--- src/rtl/spi_coord_receiver.sv ---
// SPI mode-0 slave that receives 16-bit words and unpacks X/Y coordinate pairs.
// Inputs are synchronized into clk. Errors and valid outputs are one-cycle pulses.
module spi_coord_receiver #(
  parameter int SYNC_STAGES = 2
) (
  input  logic       clk,
  input  logic       reset,
  input  logic       sclk,
  input  logic       cs_n,
  input  logic       mosi,
  output logic [9:0] x_out,
  output logic [8:0] y_out,
  output logic       coord_valid,
  output logic       frame_err,
  output logic       busy
);

  typedef enum logic {WAIT_X, WAIT_Y} state_t;

  logic [SYNC_STAGES-1:0] sclk_sync_q, sclk_sync_d;
  logic [SYNC_STAGES-1:0] cs_sync_q, cs_sync_d;
  logic [SYNC_STAGES-1:0] mosi_sync_q, mosi_sync_d;
  logic                   sclk_prev_q, sclk_prev_d;
  logic                   cs_prev_q, cs_prev_d;
  logic [15:0]            shift_q, shift_d;
  logic [4:0]             cnt_q, cnt_d;
  state_t                 state_q, state_d;
  logic [9:0]             pend_x_q, pend_x_d;
  logic [9:0]             x_q, x_d;
  logic [8:0]             y_q, y_d;
  logic                   coord_valid_q, coord_valid_d;
  logic                   frame_err_q, frame_err_d;
  logic                   busy_q, busy_d;

  logic        sclk_s, cs_s, mosi_s;
  logic        word_done, cs_abort, is_x, is_y;
  logic [15:0] word;

  assign sclk_s = sclk_sync_q[SYNC_STAGES-1];
  assign cs_s   = cs_sync_q[SYNC_STAGES-1];
  assign mosi_s = mosi_sync_q[SYNC_STAGES-1];
  assign word   = {shift_q[14:0], mosi_s};
  assign is_x   = word[15] && (word[14:10] == 5'd0);
  assign is_y   = !word[15] && (word[14:9] == 6'd0);

  always_comb begin
    sclk_sync_d = {sclk_sync_q[SYNC_STAGES-2:0], sclk};
    cs_sync_d   = {cs_sync_q[SYNC_STAGES-2:0], cs_n};
    mosi_sync_d = {mosi_sync_q[SYNC_STAGES-2:0], mosi};
    sclk_prev_d = sclk_s;
    cs_prev_d   = cs_s;
    busy_d      = ~cs_s;
  end

  // Bit receiver: word_done fires combinationally on the 16th sampled bit.
  always_comb begin
    shift_d   = shift_q;
    cnt_d     = cnt_q;
    word_done = 1'b0;
    cs_abort  = 1'b0;
    if (cs_s) begin
      cnt_d   = 5'd0;
      shift_d = 16'd0;
      if (!cs_prev_q && (cnt_q != 5'd0)) begin
        cs_abort = 1'b1;
      end
    end else if (sclk_s && !sclk_prev_q) begin
      shift_d = word;
      if (cnt_q == 5'd15) begin
        word_done = 1'b1;
        cnt_d     = 5'd0;
      end else begin
        cnt_d = cnt_q + 5'd1;
      end
    end
  end

  // Unpacker: pairs an X word with the following Y word.
  always_comb begin
    state_d       = state_q;
    pend_x_d      = pend_x_q;
    x_d           = x_q;
    y_d           = y_q;
    coord_valid_d = 1'b0;
    frame_err_d   = cs_abort;
    if (word_done) begin
      case (state_q)
        WAIT_X: begin
          if (is_x) begin
            pend_x_d = word[9:0];
            state_d  = WAIT_Y;
          end else begin
            frame_err_d = 1'b1;
          end
        end
        WAIT_Y: begin
          if (is_y) begin
            x_d           = pend_x_q;
            y_d           = word[8:0];
            coord_valid_d = 1'b1;
            state_d       = WAIT_X;
          end else if (is_x) begin
            frame_err_d = 1'b1;
            pend_x_d    = word[9:0];
          end else begin
            frame_err_d = 1'b1;
            pend_x_d    = 10'd0;
            state_d     = WAIT_X;
          end
        end
        default: state_d = WAIT_X;
      endcase
    end
  end

  always_ff @(posedge clk or posedge reset) begin
    if (reset) begin
      sclk_sync_q   <= '0;
      cs_sync_q     <= '1;
      mosi_sync_q   <= '0;
      sclk_prev_q   <= 1'b0;
      cs_prev_q     <= 1'b1;
      shift_q       <= 16'd0;
      cnt_q         <= 5'd0;
      state_q       <= WAIT_X;
      pend_x_q      <= 10'd0;
      x_q           <= 10'd0;
      y_q           <= 9'd0;
      coord_valid_q <= 1'b0;
      frame_err_q   <= 1'b0;
      busy_q        <= 1'b0;
    end else begin
      sclk_sync_q   <= sclk_sync_d;
      cs_sync_q     <= cs_sync_d;
      mosi_sync_q   <= mosi_sync_d;
      sclk_prev_q   <= sclk_prev_d;
      cs_prev_q     <= cs_prev_d;
      shift_q       <= shift_d;
      cnt_q         <= cnt_d;
      state_q       <= state_d;
      pend_x_q      <= pend_x_d;
      x_q           <= x_d;
      y_q           <= y_d;
      coord_valid_q <= coord_valid_d;
      frame_err_q   <= frame_err_d;
      busy_q        <= busy_d;
    end
  end

  assign x_out       = x_q;
  assign y_out       = y_q;
  assign coord_valid = coord_valid_q;
  assign frame_err   = frame_err_q;
  assign busy        = busy_q;

endmodule

--- config.mk ---
export PLATFORM = sky130hd
export DESIGN_NAME = spi_coord_receiver
export DESIGN_NICKNAME = d
export VERILOG_FILES = /design/src/rtl/spi_coord_receiver.sv
export SDC_FILE = /design/constraint.sdc
export NUM_CORES = 1
export LEC_CHECK = 0
export CAP_MARGIN = 20
export CELL_PAD_IN_SITES_DETAIL_PLACEMENT = 2
export CELL_PAD_IN_SITES_GLOBAL_PLACEMENT = 2
export CORE_ASPECT_RATIO = 2
export CORE_MARGIN = 4
export CORE_UTILIZATION = 38
export DETAILED_ROUTE_END_ITERATION = 10
export PLACE_DENSITY = 0.85
export SLEW_MARGIN = 10
export SYNTH_ARGS = -nofsm -noshare
export SYNTH_HDL_FRONTEND = slang
export SYNTH_SLANG_ARGS = --single-unit
--- constraint.sdc ---
create_clock -name clk -period 2.3 [get_ports clk]
set_clock_uncertainty 0.2 [all_clocks]
set_input_delay 0.23 -clock clk [delete_from_list [all_inputs] [get_ports clk]]
set_output_delay 0.23 -clock clk [all_outputs]
set_load 0.02 [all_outputs]
# == Word level (Yosys, flattened, before mapping) ==
# Cells that the tools add are included.
# W data, S select, Z words.
# word_totals
mem_count,0
output_inout_bits,22
input_bits,5
ff_bits,61
ramBits,0
latchBits,0
word_cells,57
rom_bits,0
# op_classes
bitwise_logic,2
n_shift,0
n_lt_le_gt_ge,0
mul,0
n_mux,24
div,0
reduce_logical,13
eq_ne,3
n_addsub,1
# ops
operator,count
$mux W10,3
$mux W15,2
$pmux W10 S2,1
$mux W5,3
$mux W1,13
$logic_not A6 Y1,1
$reduce_and A3 Y1,2
$add A5 B1 Y5 const B,1
$eq A5 B4 Y1 const B,1
$logic_not A5 Y1,1
$reduce_bool A5 Y1,1
$logic_and A1 B1 Y1,4
$ne A2 B2 Y1 const B,2
$pmux W1 S2,2
$logic_not A1 Y1,3
$not A1 Y1,2
$reduce_bool A2 Y1,1

# == Logic depth before layout (Yosys ltp) ==
# depth
ltp_word,7
mapped_depth,7
mapped_depth_nobuf,5

# == Least setup slack after synthesis ==
# OpenSTA, ideal clock, no wires.
# synth_timing
path_type,flip-flop to flip-flop
start,register cnt_q[0]
end,register x_q[9] (netlist: x_out[9])
path_stages_with_launch,8
slack_ps,186
t_arrival_ps,1789
required_ps,1975
setup_ps,125
period_less_slack_ps,2114
cell_sequence,dfrtp_1 -> ha_1 -> nand4b_2 -> or3_1 -> buf_6 -> nor2_8 -> buf_12 -> mux2_4
# synth_between
elab_chain_len,5
# synth_lines
item,line,text
"start, declared",26,"logic [4:0] cnt_q, cnt_d;"
"start signal, assigned",139,cnt_q <= cnt_d;
$eq A5 B4 Y1,69,if (cnt_q == 5'd15) begin
$mux W1,69,
$mux W1,67,end else if (sclk_s && !sclk_prev_q) begin
$mux W1,61,if (cs_s) begin
$reduce_and A3 Y1 (no line),--,
"end signal, assigned",127,x_q <= 10'd0;
"end signal, assigned",142,x_q <= x_d;
"end, declared",29,"logic [9:0] x_q, x_d;"
# No other way between the ends.
# A chain may end at the register's enable or synchronous reset.

# == Worst setup path in the final report ==
# layout_timing
start,register cnt_q[1]
end,register x_q[5] (netlist: x_out[5])
# The elaborated chain is that of the path after synthesis.

==> flow_metrics.tcl <==
set metrics [dict create \
    status "complete, no violations" \
    vias 1645 \
    slew_headroom 0.622 \
    place_ws_ns -0.214 \
    final-hold-violation-count 0 \
    synth_area_per_cell_um2 12.7 \
    crit_path_end_kind "flop" \
    syn_area_um2 2420 \
    holdWs_ns 0.0590 \
    dp_cells 300 \
    start_util 0.397 \
    p_sw_uw 521 \
    finalNonFillerCells 316 \
    setup_viol 0 \
    rsz0062_at_grt "false" \
    nets 234 \
    place_congestion 0.771 \
    max_freq_ghz 0.449 \
    io_buffers 26 \
    crit_required_ns 2.31 \
    worst_pin_slew_ns 0.561 \
    via_per_inst 5.21 \
    syn_nets 197 \
    synth_edf_count 0 \
    fin_ws_ns 0.0725 \
    cts-root-buf "clkbuf_16" \
    final.period_utilization 0.968 \
    first_pass_iters 4 \
    core_area_um2 6110 \
    final_area_um2 3170 \
    ys_ff_latch 61 \
    internal_power_mw 2.12 \
    ant_nets 0 \
    drive_above_1_share 0.241 \
    drc 0 \
    die_width_um 64.5 \
    crit_buf_inv 1 \
    cts_tree "done" \
    yosys_warnings 0 \
    crit_slowest_cell "or3_4" \
    antenna_found_initial 0 \
    num_rows 40 \
    async_flop_share 1.00 \
    gr-total-overflow 0 \
    fin_util 0.519 \
    p_seq_frac 0.416 \
    areaGrowthSynthToFinish_pct 30.9 \
    maxSlewViolCount 0 \
    multi_input_area_um2 822 \
    crit_arrival_ns 2.23 \
    swShare 0.198 \
    die_area_um2 7790 \
    yosysSeqAreaShare 0.632 \
    grt_pass1_wl_um 10500 \
    p_clk_frac 0.555 \
    place_area_um2 2830 \
    dp_hpwl_um 4090 \
    fin_crit_ns 2.23 \
    regArea_um2 1530 \
    slowest_delay_ns 0.43 \
    io_pins 27 \
    crit_type "flop to flop" \
    grt_use_total 0.188 \
    clkLatencyLatePin_ns 0.33 \
    cts_buffers 9 \
    ir_drop_uv 554 \
    synth_top_flop_cell "dfrtp_1" \
    path_cells "ha_2 > nand4b_2 > or3_4 > nor2_8 > buf_12 > mux2_2" \
    grt_pass1_vias 1897 \
    fill_cells 615 \
    num_antenna_cells 0 \
    path_max_fanout 19 \
    leakagePower_nw 1.46 \
    min_path_type "primary input to async pin" \
    synth.distinct_cells 33 \
    cts.path.max_buffers 2 \
    drt_first_iter_violations 31 \
    die_h_um 121 \
    combPwrFrac 0.029 \
    synthCells 190 \
    max_cap_violations 0 \
    clkTransAtPathRegs_ns 0.05 \
    h-tree-depth 3 \
    grt_start_max_net_pins 37 \
    startpoint_type "flop" \
    wire_per_inst_um 20.7 \
    pwr_density_cell_nw_per_um2 832 \
    cts_sinks 61 \
    finalWirelength_um 6540 \
    cp_top_family "simple AND/OR/NAND/NOR gates" \
    post_cts_buffers 0 \
]
-- placed cells by master, fill, tap and decap left out, drive strengths merged --
cell / synthesis / routed
nor4: 1 / 1
a21oi: 18 / 18
clkinv: 0 / 2
nand2b: 3 / 3
nand4b: 1 / 1
a21o: 2 / 2
a21bo: 1 / 1
clkbuf: 4 / 12
buf: 6 / 10
dfrtp: 58 / 58
and3: 1 / 1
mux2: 19 / 19
clkdlybuf4s50: 0 / 26
o32ai: 1 / 1
nor2: 8 / 8
a22o: 10 / 10
nand3: 4 / 4
nor2b: 1 / 1
inv: 4 / 4
xor2: 1 / 1
or3: 1 / 1
dfstp: 3 / 3
nand4: 1 / 1
ha: 2 / 2
bufinv: 0 / 2
nand3b: 1 / 1
nor3: 1 / 1
nand2: 35 / 35
nor4b: 2 / 2
a311oi: 1 / 1
-- layout make-up --
class | instances | share of cell area
Clock inverter | 4 | 0.0221
Timing Repair Buffer | 36 | 0.118
Tap cell | 84 | 0.0331
Multi-Input combinational cell | 115 | 0.259
Inverter | 4 | 0.00473
Clock buffer | 12 | 0.0809
Sequential cell | 61 | 0.482
-- worst paths after layout --
check	startpoint	to	slack, ns	cells past startpoint
worst max-delay path	cnt_q[1]	x_out[5]	0.07	6
worst min-delay path	reset	x_out[8]	0.06	3
worst max register to register	cnt_q[1]	x_out[5]	0.07	6
worst min register to register	sclk_sync_q[0]	sclk_sync_q[1]	0.15	0
max in group asynchronous	reset	cs_prev_q	1.56	3
min in group clk	cs_n	cs_sync_q[0]	0.14	1
-- worst min-delay path, stage by stage --
cell,delay (ns)
clkdlybuf4s50_1,0.41
inv_2,0.10
buf_12,0.19
-- what timing repair did --
action	in CTS	in global routing
pin swaps	0	0
setup endpoints to repair	19	8
hold buffers	0	0
gates resized for setup	2	3
-- per-stage QoR --
| stage | power (mW) | setup TNS (ns) |
|---|---|---|
| 5_1_grt | 2.74 | 0 |
| 6_report | 2.64 | 0 |
| 4_1_cts | 2.67 | 0 |
| 3_3_place_gp | 1.19 | 0 |
| 3_5_place_dp | 1.19 | -2.10 |
| 2_1_floorplan | 1.15 | 0 |
-- metal layers --
layer,vias up,part of all wire,GRT usage
met1,879,0.37,0.199
li1,727,-,-
met2,28,0.59,0.337
met3,11,0.024,0.0500
met4,0,0.021,0.0901
met5,-,0,0
-- logic make-up (layout without fill, tap and decap cells) --
group	count (synthesis)	after routing	synth area share
fa+ha+maj	2	2	0.0103
compound gates	33	33	0.0909
flops	61	61	0.632
buf+inv	14	56	0.0356
simple gates	60	60	0.124
xor+xnor	1	1	0.00362
mux	19	19	0.104
-- Yosys cell counts (all sizes together) (2+ instances only) --
library cell | instances | share of area
dfstp | 3 | 0.033
a22o | 10 | 0.036
nor4b | 2 | 0.0072
nand3 | 4 | 0.0083
nand2b | 3 | 0.011
mux2 | 19 | 0.10
buf | 6 | 0.023
nand2 | 35 | 0.054
a21o | 2 | 0.0062
a21oi | 18 | 0.037
ha | 2 | 0.010
dfrtp | 58 | 0.60
inv | 4 | 0.0062
nor2 | 8 | 0.019
clkbuf | 4 | 0.0062
-- registers in the layout (all words and copies together) (netlist names) --
name and cells:
y_out 9, cs_prev_q 1, shift_q 15, cnt_q 5
frame_err 1, sclk_prev_q 1, mosi_sync_q 2, x_out 10
coord_valid 1, state_q 1, cs_sync_q 2, sclk_sync_q 2
busy 1, pend_x_q 10
-- power groups by stage --
| stage | Sequential [mW] | Combinational [mW] | Clock (mW) |
|---|---|---|---|
| finish | 1.10 | 0.0763 | 1.46 |
| global route | 1.10 | 0.0859 | 1.55 |
| CTS | 1.10 | 0.0789 | 1.50 |
| detailed placement | 1.11 | 0.0774 | 0 |
| global placement | 1.11 | 0.0752 | 0 |
| floorplan | 1.11 | 0.0395 | 0 |
No activity file was read; power rests on OpenSTA's default activity.
